===== src/rtl/divider_pkg.sv =====
// Shared register map, control/status bit positions and FSM encoding
// for the memory-mapped divider peripheral.
package divider_pkg;

    localparam logic [4:0] ADDR_A      = 5'h04;
    localparam logic [4:0] ADDR_B      = 5'h08;
    localparam logic [4:0] ADDR_CTRL   = 5'h0C;
    localparam logic [4:0] ADDR_QUOT   = 5'h10;
    localparam logic [4:0] ADDR_STATUS = 5'h14;
    localparam logic [4:0] ADDR_REM    = 5'h18;

    localparam int CTRL_START  = 0;
    localparam int CTRL_SIGNED = 1;
    localparam int CTRL_IRQ_EN = 2;

    localparam int STAT_DONE = 0;
    localparam int STAT_BUSY = 1;
    localparam int STAT_DBZ  = 2;

    typedef enum logic [2:0] {
        ST_IDLE = 3'd0,
        ST_LOAD = 3'd1,
        ST_CALC = 3'd2,
        ST_FIX  = 3'd3,
        ST_DONE = 3'd4
    } div_state_t;

endpackage


===== src/rtl/div_core.sv =====
// Iterative radix-2 restoring divider, one quotient bit per cycle.
// Captures operands in LOAD, so later register writes cannot disturb a run.
//
// state | meaning
// IDLE  | no result yet since reset, waiting for start
// LOAD  | capture operands and mode, catch divide-by-zero
// CALC  | WIDTH shift/subtract iterations on magnitudes
// FIX   | apply quotient/remainder signs, publish result
// DONE  | result valid and held, waiting for next start
module div_core
    import divider_pkg::*;
#(
    parameter int WIDTH = 16
) (
    input  logic             clk,
    input  logic             rst,
    input  logic             start,
    input  logic             signed_mode,
    input  logic [WIDTH-1:0] a,
    input  logic [WIDTH-1:0] b,
    output logic [WIDTH-1:0] quot,
    output logic [WIDTH-1:0] rem,
    output logic             busy,
    output logic             done,
    output logic             dbz
);

    localparam int CNT_W = (WIDTH > 2) ? $clog2(WIDTH) : 1;

    div_state_t       state;
    logic [WIDTH-1:0] divisor;
    logic [WIDTH-1:0] quo;
    logic [WIDTH-1:0] part;
    logic [CNT_W-1:0] cnt;
    logic             neg_q;
    logic             neg_r;

    logic             a_neg;
    logic             b_neg;
    logic [WIDTH-1:0] a_mag;
    logic [WIDTH-1:0] b_mag;
    logic [WIDTH:0]   sh;
    logic             ge;
    logic [WIDTH-1:0] part_nxt;
    logic [WIDTH-1:0] quo_nxt;

    function automatic logic [WIDTH-1:0] negate(input logic [WIDTH-1:0] v);
        return ~v + WIDTH'(1);
    endfunction

    // Magnitude of -2^(WIDTH-1) is 2^(WIDTH-1), still representable unsigned,
    // so the overflow case wraps back to A after sign fix-up.
    always_comb begin
        a_neg    = signed_mode & a[WIDTH-1];
        b_neg    = signed_mode & b[WIDTH-1];
        a_mag    = a_neg ? negate(a) : a;
        b_mag    = b_neg ? negate(b) : b;
        sh       = {part, quo[WIDTH-1]};
        ge       = (sh >= {1'b0, divisor});
        part_nxt = ge ? (sh[WIDTH-1:0] - divisor) : sh[WIDTH-1:0];
        quo_nxt  = {quo[WIDTH-2:0], ge};
    end

    always_ff @(posedge clk) begin
        if (!rst) begin
            state   <= ST_IDLE;
            divisor <= '0;
            quo     <= '0;
            part    <= '0;
            cnt     <= '0;
            neg_q   <= 1'b0;
            neg_r   <= 1'b0;
            quot    <= '0;
            rem     <= '0;
            busy    <= 1'b0;
            done    <= 1'b0;
            dbz     <= 1'b0;
        end else begin
            case (state)
                ST_IDLE, ST_DONE: begin
                    if (start) begin
                        state <= ST_LOAD;
                        busy  <= 1'b1;
                        done  <= 1'b0;
                        dbz   <= 1'b0;
                    end
                end
                ST_LOAD: begin
                    neg_q <= a_neg ^ b_neg;
                    neg_r <= a_neg;
                    if (b == '0) begin
                        quot  <= '1;
                        rem   <= a;
                        dbz   <= 1'b1;
                        done  <= 1'b1;
                        busy  <= 1'b0;
                        state <= ST_DONE;
                    end else begin
                        divisor <= b_mag;
                        quo     <= a_mag;
                        part    <= '0;
                        cnt     <= CNT_W'(WIDTH - 1);
                        state   <= ST_CALC;
                    end
                end
                ST_CALC: begin
                    part <= part_nxt;
                    quo  <= quo_nxt;
                    if (cnt == '0) begin
                        state <= ST_FIX;
                    end else begin
                        cnt <= cnt - CNT_W'(1);
                    end
                end
                ST_FIX: begin
                    quot  <= neg_q ? negate(quo) : quo;
                    rem   <= neg_r ? negate(part) : part;
                    done  <= 1'b1;
                    busy  <= 1'b0;
                    state <= ST_DONE;
                end
                default: state <= ST_IDLE;
            endcase
        end
    end

endmodule


===== src/rtl/peripheral_divider_param.sv =====
// Bus-facing divider peripheral: register file, address decode, registered
// read data and level interrupt around the iterative div_core.
module peripheral_divider_param
    import divider_pkg::*;
#(
    parameter int WIDTH  = 16,
    parameter int DOUT_W = 32
) (
    input  logic              clk,
    input  logic              rst,
    input  logic [WIDTH-1:0]  d_in,
    input  logic              cs,
    input  logic [4:0]        addr,
    input  logic              rd,
    input  logic              wr,
    output logic [DOUT_W-1:0] d_out,
    output logic              irq
);

    logic [WIDTH-1:0]  a_reg;
    logic [WIDTH-1:0]  b_reg;
    logic              ctrl_signed;
    logic              ctrl_irq_en;
    logic [WIDTH-1:0]  quot;
    logic [WIDTH-1:0]  rem;
    logic              busy;
    logic              done;
    logic              dbz;

    logic              wr_en;
    logic              rd_en;
    logic [2:0]        ctrl_wr;
    logic              core_start;
    logic [2:0]        ctrl_rd;
    logic [2:0]        status_rd;
    logic [DOUT_W-1:0] rd_val;

    assign wr_en      = cs & wr;
    assign rd_en      = cs & rd;
    assign ctrl_wr    = 3'(d_in);
    // The core decides whether a start is accepted; it ignores it while busy.
    assign core_start = wr_en && (addr == ADDR_CTRL) && ctrl_wr[CTRL_START];
    assign irq        = done & ctrl_irq_en;

    div_core #(.WIDTH(WIDTH)) u_core (
        .clk         (clk),
        .rst         (rst),
        .start       (core_start),
        .signed_mode (ctrl_signed),
        .a           (a_reg),
        .b           (b_reg),
        .quot        (quot),
        .rem         (rem),
        .busy        (busy),
        .done        (done),
        .dbz         (dbz)
    );

    always_ff @(posedge clk) begin
        if (!rst) begin
            a_reg       <= '0;
            b_reg       <= '0;
            ctrl_signed <= 1'b0;
            ctrl_irq_en <= 1'b0;
        end else if (wr_en) begin
            case (addr)
                ADDR_A:    a_reg <= d_in;
                ADDR_B:    b_reg <= d_in;
                ADDR_CTRL: begin
                    ctrl_signed <= ctrl_wr[CTRL_SIGNED];
                    ctrl_irq_en <= ctrl_wr[CTRL_IRQ_EN];
                end
                default: ;
            endcase
        end
    end

    // Read mux sees register values from before any same-edge write.
    always_comb begin
        ctrl_rd                = '0;
        ctrl_rd[CTRL_SIGNED]   = ctrl_signed;
        ctrl_rd[CTRL_IRQ_EN]   = ctrl_irq_en;
        status_rd              = '0;
        status_rd[STAT_DONE]   = done;
        status_rd[STAT_BUSY]   = busy;
        status_rd[STAT_DBZ]    = dbz;
        rd_val                 = '0;
        case (addr)
            ADDR_A:      rd_val = DOUT_W'(a_reg);
            ADDR_B:      rd_val = DOUT_W'(b_reg);
            ADDR_CTRL:   rd_val = DOUT_W'(ctrl_rd);
            ADDR_STATUS: rd_val = DOUT_W'(status_rd);
            ADDR_QUOT: begin
                if (ctrl_signed) rd_val = DOUT_W'($signed(quot));
                else             rd_val = DOUT_W'(quot);
            end
            ADDR_REM: begin
                if (ctrl_signed) rd_val = DOUT_W'($signed(rem));
                else             rd_val = DOUT_W'(rem);
            end
            default: rd_val = '0;
        endcase
    end

    always_ff @(posedge clk) begin
        if (!rst) begin
            d_out <= '0;
        end else if (rd_en) begin
            d_out <= rd_val;
        end
    end

endmodule


===== config.mk =====
export PLATFORM = sky130hd
export DESIGN_NAME = peripheral_divider_param
export DESIGN_NICKNAME = d
export VERILOG_FILES = /design/src/rtl/divider_pkg.sv /design/src/rtl/div_core.sv /design/src/rtl/peripheral_divider_param.sv
export SDC_FILE = /design/constraint.sdc
export NUM_CORES = 1
export LEC_CHECK = 0
export CORE_MARGIN = 5
export CORE_UTILIZATION = 49
export DETAILED_ROUTE_END_ITERATION = 8
export PLACE_DENSITY = 0.67
export SLEW_MARGIN = 10
export SYNTH_ARGS = -nofsm -noshare
export SYNTH_HDL_FRONTEND = slang
export SYNTH_SLANG_ARGS = --single-unit

===== constraint.sdc =====
create_clock -name clk -period 4.1 [get_ports clk]
set_input_delay 0.615 -clock clk [delete_from_list [all_inputs] [get_ports clk]]
set_output_delay 0.615 -clock clk [all_outputs]
set_load 0.03 [all_outputs]

Word level (Yosys, flattened, before mapping). Index checks and enable logic that the tools add are counted.

Output and inout bits: 33. Register bits after elaboration: 158. Input bits: 26.

Reduce and logical (&&, ||, !) cells: 20. Eq/ne operators: 15. Order comparisons: 1. Bitwise logic cells: 11. Add/subtract/negate cells: 6. Muxes and demuxes: 30.

Operator list (number): $pmux 32 s6 (1); $mux 16 (9); $pmux 16 s2 (4); $add 16x1->16 const B (4); $mux 32 (2); $not 16->16 (4); $ge 17x16->1 (1); $logic_not 16->1 (1); $sub 16x16->16 (1); $eq 5x5->1 const B (3); $reduce_and 2->1 (7); $pmux 3 s4 (1); $eq 5x4->1 const B (2); $mux 3 (3); $reduce_and 3->1 (3); $mux 4 (2); $pmux 4 s2 (1); $eq 3x2->1 const B (2); $ne 2x2->1 const B (3); $pmux 1 s3 (2); $reduce_bool 2->1 (3); $and 1x1->1 (5); $eq 5x3->1 const B (1); $logic_not 4->1 (1); 12 further kinds (17).

Depth between registers and ports, before layout. Gate-level depths: netlist of run 1.

Word-level depth: 5. Depth in mapped cells: 11. Mapped depth without buffers: 10.

By module. A second synthesis of run 1 with hierarchy kept.

Cell total of the unflattened synthesis: 997. Area total of the unflattened synthesis: 8439.3 µm².

By module, submodules not included: div_core (times used 1, area each 5865.6 µm², seq. area each 1841.8 µm², cells each 744); peripheral_divider_param (times used 1, area each 2573.7 µm², seq. area each 1021.0 µm², cells each 253).

Worst setup path after synthesis of run 1. No wires, ideal clock.

Kind: register to register. Start point: register u_core.quo[15]. End point: register u_core.part[10]. Cell stages (with the launch flop): 11. Path buffers: 0. Slack: 1.847 ns. Required time: 3.978 ns. Arrival time: 2.131 ns. Cell sequence: dfxtp_1 -> inv_1 -> ha_1 -> inv_1 -> fa_1 -> a211oi_1 -> o21ai_1 -> a21oi_1 -> xor2_1 -> a211oi_1 -> a311o_1.

Cells in the longest elaborated chain, start to end: 3.

RTL lines: start: declaration (RTL line div_core.sv:32) `logic [WIDTH-1:0] quo;`; start signal: assignment (RTL line div_core.sv:100) `quo <= a_mag;`; start signal: assignment (RTL line div_core.sv:108) `quo <= quo_nxt;`; $sub 16x16->16 / $ge 17x16->1 (equally long branches) (RTL line div_core.sv:60, div_core.sv:59); $mux 16 * (RTL line div_core.sv:60) `part_nxt = ge ? (sh[WIDTH-1:0] - divisor) : sh[WIDTH-1:0];`; $pmux 16 s2 * (RTL line div_core.sv:79) `case (state)`; end signal: assignment (RTL line div_core.sv:107) `part <= part_nxt;`; end: declaration (RTL line div_core.sv:33) `logic [WIDTH-1:0] part;`.

Every way passes the cells marked *; elsewhere a longest branch is shown, timed or not. A chain may end at the register's enable or synchronous reset.

Worst setup path after layout of run 1.
Start point: register u_core.part[11]. End point: register u_core.part[9].

Cells in the longest elaborated chain, start to end: 3.

RTL lines: $ge 17x16->1 (RTL line div_core.sv:59) `ge = (sh >= {1'b0, divisor});`; $mux 16 (RTL line div_core.sv:60); $pmux 16 s2 (RTL line div_core.sv:79).

Every way passes these cells.

==> results of run 1 <==
[layer usage]
metal	track usage, %	wire [µm]
met5	0	0
met4	9.34	986
met3	6.27	1860
met2	41.2	11800
met1	33.0	10900
[cells by family after synthesis]
| logic type | after synthesis | share of synthesized area (%) |
|---|---|---|
| AO/OA/AOI/OAI | 314 | 25.7 |
| AND/OR/NAND/NOR | 354 | 21.3 |
| flip-flops | 143 | 33.7 |
| XOR/XNOR | 64 | 6.60 |
| buffers and inverters | 122 | 6.41 |
| multiplexers | 24 | 2.90 |
| adder cells (fa/ha/maj) | 22 | 3.33 |
[path summary, 6_finish.rpt]
| path | startpoint | end | slack (ns) | depth (start not counted) |
|---|---|---|---|---|
| max | u_core.part[11] | u_core.part[9] | 1.16 | 7 |
| min | u_core.divisor[0] | u_core.divisor[0] | 0.47 | 2 |
| max reg2reg | u_core.part[11] | u_core.part[9] | 1.16 | 7 |
| min reg2reg | u_core.divisor[0] | u_core.divisor[0] | 0.47 | 2 |
[critical path, delay by kind of cell, from the launching register on]
family | cells | cell delay [ns]
adder cells (fa/ha/maj) | 1 | 0.38
flip-flops | 1 | 0.47
AND/OR/NAND/NOR | 1 | 0.62
AO/OA/AOI/OAI | 5 | 1.35
[area by class of cell]
type	count	area, µm²
Timing Repair Buffer	74	698
Clock buffer	19	453
Inverter	32	120
Clock inverter	13	128
Multi-Input combinational cell	778	5090
Tap cell	225	282
Fill cell	1652	7480
Sequential cell	143	2860
[placed cells by master (no fill, tap or decap), drive strengths merged, types with 20 or more instances in the layout]
master,count
clkdlybuf4s50,57
a21boi,27
nor2b,52
and3,20
xor2,33
inv,38
a21oi,84
nor3,26
xnor2,31
nand2,111
nand3,23
o21ai,64
dfxtp,143
ha,21
nor2,57
[power by group]
group,leakage [nW],switching [mW],internal (mW)
combinational,2.10,0.0624,0.0471
sequential,1.15,0.00442,1.39
clock,0.271,0.663,0.878
total,3.52,0.730,2.32
==> reports/results.ini, run 1 <==
[synthesis]
syn-cell-area_um2 = 8490
syn_area_per_cell_um2 = 8.14
synth.distinct_cells = 73
async_flop_share_pct = 0
synth_top_area_share_pct = 33.7
synth_edf_count = 0
synth_nets = 1091
synth_common_cells = dfxtp_1, nand2_1, a21oi_1, o21ai_0
synth_most_common_cell = dfxtp_1
synth_area_leader_cell = dfxtp_1
synth_cells = 1043
synthTopCellsByArea = dfxtp_1, nand2_1, a21oi_1
yosysSeqAreaShare_pct = 33.7
yosys_warnings = 0
synth_ff_type = dfxtp_1
synth-seq-cells = 143

[status]
outcome = finished clean

[drt]
drt-total-wl_um = 25600
drc = 0
drt_first_pass_iters = 5
drt_first_iter_violations = 796
vias_per_cell = 6.08
vias = 7811
ant_nets = 0
wire_per_inst_um = 19.9

[timing]
setup_violations = 0
hold_viol_final = 0
layout_min_cycle_time_ns = 2.94
fmax_ghz = 0.340
rsz0062_at_grt = no
finClkSkew_ns = 0.00952
max_slew_margin_pct = 23.6
drv_slew = 0
fin_tns_setup_ns = 0
timing.hold.ws_ns = 0.474
worst_pin_slew_ns = 1.14
finalWorstSetupSlack_ns = 1.16
finalCritPeriodShare_pct = 71.7

[place]
io_buffers = 58
dp_slack_ns = 1.11
place_area_um2 = 9060
place_inst = 1252
finalWeightedCongestion = 0.896
dp_hpwl_um = 18600

[grt]
grt_pass1_wl_um = 40200
grt.total_usage_pct = 25.5
antenna_found_initial = 0
overflow = 0
grt_max_degree = 115
grt_pass1_vias = 7333

[clock_network]
cts_tree = done
h-tree-depth = 4
cts_num_sinks = 143
cts_max_path_buffers = 2
cts_setup_buffers = 0
holdBufCountCts = 0
clkLatencyLatePin_ns = 0.44
path_clk_slew_ns = 0.06
numCtsBuffers = 17
cts.repair.resized = 0
clock-root-buffer = clkbuf_16

[worst_setup_path]
worstSetupEndpointType = register
max_stage_delay_ns = 0.62
path_cells = ha_1 -> a21oi_1 -> o211ai_1 -> o221ai_1 -> and2_1 -> a2111oi_0 -> a311o_1
start_kind = register
crit_slowest_cell = and2_1
setup.worst_path.class = register to register
worstPathRequired_ns = 4.42
worstPathMaxFanout = 17
arrival_ns = 3.26

[finish]
syn_to_final_growth_pct = 13.6
antenna_cells = 0
final_cells = 1284
final_nets = 1094
largest_reg_flops = 17
regMostFlops = d_out
layout-drive-gt1-share_pct = 7.37
fin_util_pct = 56.3
stdcell_area_um2 = 9640

[floorplanning]
initial_core_util_pct = 49.6
die_w_um = 142
rows = 48
ioPinCount = 59
die-area_um2 = 20100
die_h_um = 142
core_um2 = 17100

[min_path]
hold_path_class = register to register

[power]
power_density_nw_per_um2 = 316
vdd_drop_max_uv = 326
p_leak_nw = 3.52
total_power_mw = 3.05

[run]
drv_cap = 0

(Power assumes the default switching activity.)
==> run 2, diff against run 1 <==
--- a/config.mk
+++ b/config.mk
@@ -8,7 +8,7 @@
 export CORE_MARGIN = 5
 export CORE_UTILIZATION = 49
 export DETAILED_ROUTE_END_ITERATION = 8
-export PLACE_DENSITY = 0.67
+export PLACE_DENSITY = 0.7
 export SLEW_MARGIN = 10
 export SYNTH_ARGS = -nofsm -noshare
 export SYNTH_HDL_FRONTEND = slang
==> constraint.sdc (replaced) <==
create_clock -name clk -period 2.7 [get_ports clk]
set_input_delay 0.405 -clock clk [delete_from_list [all_inputs] [get_ports clk]]
set_output_delay 0.405 -clock clk [all_outputs]
set_load 0.03 [all_outputs]
==> run 2 against run 1 <==
Worst setup slack got worse by 0.98 ns. Count of clock-buffer cells in the layout is 2 higher. Non-clock buffer count rose by 33. Design area grew 3.1%. Via count rose by 2.1%. Final cell count is 2.5% higher. Flip-flop and latch count did not move. Sequential power up 51%. Clock skew grew 0.0032 ns. Register-to-register slack worse by 0.98 ns.
==> reports/results.ini, run 2 (synthesized netlist as in run 1, its figures left out) <==
[drt]
drt_first_pass_iters = 7  ; was 5
drc = 0  ; unchanged
drt_first_iter_violations = 804  ; was 796
wire_per_inst_um = 19.3  ; was 19.9 µm
vias_per_cell = 6.06  ; was 6.08
drt-total-wl_um = 25300  ; was 25600 µm
vias = 7975  ; was 7811
ant_nets = 0  ; unchanged

[timing]
finClkSkew_ns = 0.0128  ; was 0.00952 ns
layout_min_cycle_time_ns = 2.52  ; was 2.94 ns
hold_viol_final = 0  ; unchanged
worst_pin_slew_ns = 0.741  ; was 1.14 ns
finalWorstSetupSlack_ns = 0.183  ; was 1.16 ns
max_slew_margin_pct = 50.2  ; was 23.6%
finalCritPeriodShare_pct = 93.2  ; was 71.7%
drv_slew = 0  ; unchanged
fmax_ghz = 0.397  ; was 0.340 GHz
setup_violations = 0  ; unchanged
fin_tns_setup_ns = 0  ; unchanged

[worst_setup_path]
start_kind = register  ; unchanged
cpLargestDelayFamily = compound AO/OA/AOI/OAI gates  ; unchanged
arrival_ns = 2.82  ; was 3.26 ns
max_stage_delay_ns = 0.41  ; was 0.62 ns
path_buf_inv = 2  ; was 0
setup.worst_path.class = register to register  ; unchanged
path_cells = inv_1 -> ha_1 -> inv_1 -> fa_1 -> a211oi_1 -> o21ai_1 -> a21oi_1 -> xor2_1 -> a211oi_1 -> a311o_1  ; was ha_1 -> a21oi_1 -> o211ai_1 -> o221ai_1 -> and2_1 -> a2111oi_0 -> a311o_1
worstPathMaxFanout = 3  ; was 17
worstPathRequired_ns = 3.01  ; was 4.42 ns
crit_slowest_cell = fa_1  ; was and2_1
worstSetupEndpointType = register  ; unchanged

[min_path]
hold_path_class = input pin to register  ; was register to register

[clock_network]
cts_max_path_buffers = 2  ; unchanged
cts_setup_buffers = 0  ; unchanged
holdBufCountCts = 0  ; unchanged
path_clk_slew_ns = 0.06  ; about the same
cts_tree = done  ; unchanged
clkLatencyLatePin_ns = 0.43  ; was 0.44 ns
clock-root-buffer = clkbuf_16  ; unchanged
h-tree-depth = 4  ; unchanged
numCtsBuffers = 17  ; unchanged
cts_num_sinks = 143  ; unchanged

[finish]
final_cell_mix = dfxtp_1, nand2_1, a21oi_1  ; unchanged
final_cells = 1316  ; was 1284
final_nets = 1127  ; was 1094
largest_reg_flops = 17  ; unchanged
regMostFlops = d_out  ; unchanged
layout-drive-gt1-share_pct = 10.4  ; was 7.37%
antenna_cells = 0  ; unchanged
fin_util_pct = 58.0  ; was 56.3%
layout_commonest_cell = dfxtp_1  ; unchanged
syn_to_final_growth_pct = 17.0  ; was 13.6%

[floorplanning]
ioPinCount = 59  ; unchanged
initial_core_util_pct = 49.6  ; unchanged
die_h_um = 142  ; unchanged
die_w_um = 142  ; unchanged
die-area_um2 = 20100  ; unchanged
rows = 48  ; unchanged
core_um2 = 17100  ; unchanged

[grt]
overflow = 0  ; unchanged
antenna_found_initial = 0  ; unchanged
grt.total_usage_pct = 25.4  ; was 25.5%
grt_pass1_vias = 7535  ; was 7333
grt_max_degree = 92  ; was 115
grt_pass1_wl_um = 40800  ; was 40200 µm

[power]
p_leak_nw = 3.71  ; was 3.52 nW
vdd_drop_max_uv = 455  ; was 326 µV
power_density_nw_per_um2 = 464  ; was 316 nW/µm²

[run]
drv_cap = 0  ; unchanged

[status]
outcome = finished clean  ; unchanged

[place]
dp_slack_ns = 0.107  ; was 1.11 ns
place_inst = 1285  ; was 1252
finalWeightedCongestion = 0.901  ; was 0.896
dp_hpwl_um = 18700  ; was 18600 µm
io_buffers = 58  ; unchanged

run 2: changes by cell type in the layout (fill, tap and decap cells not counted), sizes merged:
| cell | delta |
|---|---|
| bufinv | +1 |
| clkinv | +4 |
| clkbuf | +2 |
| buf | +33 |
| clkinvlp | -3 |
| inv | -5 |
run 2: power by group:
part	internal (mW)	total (mW)	switching, mW	leakage (nW)
registers	2.11	2.12	0.00630	1.15
logic	0.0788	0.175	0.0958	2.27
clock network	1.40	2.31	0.913	0.279
total	3.59	4.61	1.01	3.71
run 2: metrics by stage:
| stage | hold slack (ns) | instance area (µm²) | power, mW |
|---|---|---|---|
| floorplan | 0.439 | 8490 | 2.26 |
| global placement | 0.471 | 9340 | 2.34 |
| detailed placement | 0.484 | 9340 | 2.34 |
| CTS | 0.455 | 9920 | 4.63 |
| global route | 0.473 | 9930 | 4.75 |
| finish | 0.462 | 9930 | 4.61 |
run 2: layout make-up:
cell class | instances | area (µm²)
flip-flops and latches | 143 | 2860
fillers | 1584 | 7180
repair buffers | 107 | 983
inverters | 32 | 120
well taps | 225 | 282
multi-input cells | 778 | 5110
clock inverters | 10 | 113
clock buffers | 21 | 460
run 2: routing by layer:
metal  track usage, %  vias up  wire [µm]
met5                0        -          0
met4             11.4        0       1020
met3             4.65       76       1730
met2             40.7      307      11800
met1             33.4     3760      10800
li1                 -     3832          -
run 2: worst paths after layout:
path	endpoint	from	cells after the start	slack (ns)
worst max register to register	u_core.part[10]	u_core.quo[15]	10	0.18
worst min-delay path	u_core.quo[0]	rst	2	0.46
worst min register to register	u_core.rem[6]	u_core.rem[6]	2	0.49
worst max-delay path	u_core.part[10]	u_core.quo[15]	10	0.18
run 2: worst register-to-register path, delay by kind of cell (launching register included):
family / cells / cell delay, ns
flip-flops: 1 / 0.33
XOR/XNOR: 1 / 0.18
buffers and inverters: 2 / 0.17
AO/OA/AOI/OAI: 5 / 1.14
adder cells (fa/ha/maj): 2 / 0.59
run 2: timing repair:
action | in CTS | in global routing
endpoints found under the setup margin | 1 | 6
pin swaps | 0 | 0
gates resized for setup | 1 | 6
==> run 3, diff against run 2 <==
--- a/config.mk
+++ b/config.mk
@@ -9,7 +9,9 @@
 export CORE_UTILIZATION = 49
 export DETAILED_ROUTE_END_ITERATION = 8
 export PLACE_DENSITY = 0.7
+export SETUP_SLACK_MARGIN = 0.3
 export SLEW_MARGIN = 10
 export SYNTH_ARGS = -nofsm -noshare
 export SYNTH_HDL_FRONTEND = slang
+export SYNTH_HIERARCHICAL = 1
 export SYNTH_SLANG_ARGS = --single-unit
==> run 3 against run 2 <==
Synthesized cell count decreased by 4.4%. Via count increased by 2.2%. Clock skew increased by 0.0081 ns. Fmax increased by 1.7%. Design area increased by 7.4%. Count of clock-buffer cells in the layout decreased by 2. Clock power increased by 7%. Wire length increased by 9.6%. Critical path depth unchanged. Critical path type unchanged. Sequential power about the same. Critical endpoint is now u_core/part[3]. Largest cell class unchanged.
==> reports/results.ini, run 3 <==
[clock_network]
clkLatencyLatePin_ns = 0.43  ; about the same
clock-root-buffer = clkbuf_16  ; unchanged
cts_tree = done  ; unchanged
cts_max_path_buffers = 2  ; unchanged
path_clk_slew_ns = 0.07  ; was 0.06 ns
numCtsBuffers = 17  ; unchanged
cts_num_sinks = 143  ; unchanged
h-tree-depth = 4  ; unchanged

[grt]
overflow = 0  ; unchanged
grt_pass1_wl_um = 42300  ; was 40800 µm
antenna_found_initial = 0  ; unchanged
grt.total_usage_pct = 26.9  ; was 25.4%
grt_max_degree = 64  ; was 92
grt_pass1_vias = 7650  ; was 7535

[drt]
drt_first_iter_violations = 874  ; was 804
wire_per_inst_um = 21.0  ; was 19.3 µm
ant_nets = 0  ; unchanged
vias = 8150  ; was 7975
vias_per_cell = 6.15  ; was 6.06
drt-total-wl_um = 27800  ; was 25300 µm
drt_first_pass_iters = 6  ; was 7
drc = 0  ; unchanged

[place]
io_buffers = 58  ; unchanged
dp_hpwl_um = 19800  ; was 18700 µm
dp_slack_ns = 0.0736  ; was 0.107 ns
finalWeightedCongestion = 0.937  ; was 0.901

[timing]
fmax_ghz = 0.404  ; was 0.397 GHz
max_slew_margin_pct = 37.8  ; was 50.2%
drv_slew = 0  ; unchanged
setup_violations = 0  ; unchanged
layout_min_cycle_time_ns = 2.47  ; was 2.52 ns
worst_pin_slew_ns = 0.931  ; was 0.741 ns
finClkSkew_ns = 0.0209  ; was 0.0128 ns
finalWorstSetupSlack_ns = 0.225  ; was 0.183 ns
finalCritPeriodShare_pct = 91.7  ; was 93.2%
rsz0062_at_grt = yes
hold_viol_final = 0  ; unchanged
fin_tns_setup_ns = 0  ; unchanged

[worst_setup_path]
rrSetupSlack_ns = 0.23  ; was 0.18 ns
cpLargestDelayFamily = compound AO/OA/AOI/OAI gates  ; unchanged
r2r_end = u_core/part[3]  ; was u_core.part[10]
rr_startpoint = u_core/divisor[7]  ; was u_core.quo[15]
setup.worst_path.class = register to register  ; unchanged
worstPathRequired_ns = 3.07  ; was 3.01 ns
worstPathMaxFanout = 9  ; was 3
max_stage_delay_ns = 0.62  ; was 0.41 ns
start_kind = register  ; unchanged
worstSetupEndpointType = register  ; unchanged
crit_slowest_cell = or4b_2  ; was fa_1
path_cells = inv_2 -> ha_4 -> buf_6 -> o21a_1 -> o211ai_1 -> a211oi_2 -> o31ai_4 -> buf_12 -> or4b_2 -> nand3_1  ; was inv_1 -> ha_1 -> inv_1 -> fa_1 -> a211oi_1 -> o21ai_1 -> a21oi_1 -> xor2_1 -> a211oi_1 -> a311o_1
arrival_ns = 2.84  ; was 2.82 ns
path_buf_inv = 3  ; was 2
reg2reg_depth = 10  ; unchanged

[synthesis]
synth_nets = 1045  ; was 1091
synth_edf_count = 0  ; unchanged
synth_ff_type = dfxtp_1  ; unchanged
synth_area_leader_cell = dfxtp_1  ; unchanged
synth_cells = 997  ; was 1043
async_flop_share_pct = 0  ; unchanged
synth_most_common_cell = dfxtp_1  ; unchanged
synth-seq-cells = 143  ; unchanged
syn_area_per_cell_um2 = 8.46  ; was 8.14 µm²
synthTopCellsByArea = dfxtp_1, mux2i_1, xor2_1  ; was dfxtp_1, nand2_1, a21oi_1
yosys_warnings = 6  ; was 0
synth_top_area_share_pct = 33.9  ; was 33.7%
syn-cell-area_um2 = 8440  ; was 8490 µm²
synth_common_cells = dfxtp_1, nand2_1, nor2_1, mux2i_1, a21oi_1  ; was dfxtp_1, nand2_1, a21oi_1, o21ai_0
yosysSeqAreaShare_pct = 33.9  ; was 33.7%
synth.distinct_cells = 71  ; was 73

[finish]
n_fill_cell = 1457  ; was 1584
regMostFlops = d_out  ; unchanged
layout_commonest_cell = dfxtp_1  ; unchanged
final_cell_mix = dfxtp_1, nand2_1, buf_4  ; was dfxtp_1, nand2_1, a21oi_1
largest_reg_flops = 17  ; unchanged
syn_to_final_growth_pct = 26.4  ; was 17.0%
antenna_cells = 0  ; unchanged
layout-drive-gt1-share_pct = 19.4  ; was 10.4%
final_nets = 1135  ; was 1127

[floorplanning]
core_um2 = 17100  ; unchanged
die_w_um = 141  ; was 142 µm
ioPinCount = 59  ; unchanged
die_h_um = 141  ; was 142 µm
rows = 48  ; unchanged
die-area_um2 = 19900  ; was 20100 µm²
initial_core_util_pct = 49.3  ; was 49.6%

[min_path]
hold_path_class = register to register  ; was input pin to register
holdCritStartpoint = u_core/dbz  ; was rst
hold_depth = 2  ; unchanged
min_to = u_core/dbz  ; was u_core.quo[0]

[power]
vdd_drop_max_uv = 485  ; was 455 µV
p_leak_nw = 3.94  ; was 3.71 nW
power_density_nw_per_um2 = 448  ; was 464 nW/µm²

[status]
outcome = finished clean  ; unchanged

[run]
drv_cap = 0  ; unchanged

run 3: cell count changes in the layout (fill, tap and decap cells not counted), sizes merged, moves of 24 or more:
cell	delta
buf	+41
mux2i	+40
a21oi	-28
a21boi	-27
nand2	-26
o21ai	-24
run 3: per-layer routing:
| layer | GRT usage, % | vias to the layer above | wire length, µm |
|---|---|---|---|
| met4 | 9.89 | 0 | 782 |
| li1 | - | 3811 | - |
| met5 | 0 | - | 0 |
| met3 | 6.95 | 56 | 2430 |
| met2 | 41.7 | 360 | 12900 |
| met1 | 36.1 | 3923 | 11600 |
run 3: kinds of logic after synthesis:
group                    share of synthesized area [%]
AO/OA/AOI/OAI                                     23.2
multiplexers                                      7.00
AND/OR/NAND/NOR                                   19.2
XOR/XNOR                                          6.75
flip-flops                                        33.9
buffers and inverters                             6.67
adder cells (fa/ha/maj)                           3.35
run 3: worst max-delay path by stage:
stage	from	depth (start not counted)	endpoint	slack [ns]
5_1_grt	u_core/divisor[14]	10	u_core/part[3]	0.13
6_report	u_core/divisor[7]	10	u_core/part[3]	0.23
3_5_place_dp	u_core/divisor[12]	10	u_core/part[2]	0.07
4_1_cts	b_reg[0]	9	u_core/quo[1]	0.28
2_1_floorplan	u_core/part[4]	8	u_core/part[3]	0.30
3_3_place_gp	u_core/divisor[12]	10	u_core/part[2]	0.09
run 3: final cells by class:
type / instances / area, µm² / area share (%)
inverters: 39 / 146 / 1.37
well taps: 225 / 282 / 2.64
repair buffers: 150 / 1350 / 12.7
clock inverters: 13 / 174 / 1.63
flip-flops and latches: 143 / 2880 / 27.0
multi-input cells: 736 / 5390 / 50.5
clock buffers: 19 / 443 / 4.15
run 3: metrics by stage:
stage | power, mW | hold WS [ns] | util, % | cell area, µm² | cells
6_report | 4.78 | 0.461 | 62.3 | 10700 | 1325
5_1_grt | 4.92 | 0.475 | 62.3 | 10700 | 1325
4_1_cts | 4.79 | 0.459 | 60.2 | 10300 | 1313
3_5_place_dp | 2.34 | 0.450 | 55.3 | 9460 | 1274
3_3_place_gp | 2.34 | 0.445 | 55.3 | 9460 | 1274
2_1_floorplan | 2.26 | 0.432 | - | 8470 | 997
run 3: worst reg2reg max path, cell delays in order (launching register included):
cell	delay [ns]
dfxtp_2	0.33
inv_2	0.06
ha_4	0.27
buf_6	0.12
o21a_1	0.15
o211ai_1	0.16
a211oi_2	0.35
o31ai_4	0.12
buf_12	0.16
or4b_2	0.62
nand3_1	0.09
run 3: report_power, final:
part | internal [mW] | switching, mW
clock network | 1.50 | 0.983
logic | 0.0793 | 0.108
registers | 2.11 | 0.00452
run 3: timing repair:
| item | CTS | global route |
|---|---|---|
| buffers inserted | 7 | 11 |
| endpoints found under the setup margin | 30 | 60 |
| gates resized for setup | 32 | 60 |
| hold buffers | 0 | 0 |
| pin swaps | 12 | 19 |
| cloned | 0 | 1 |
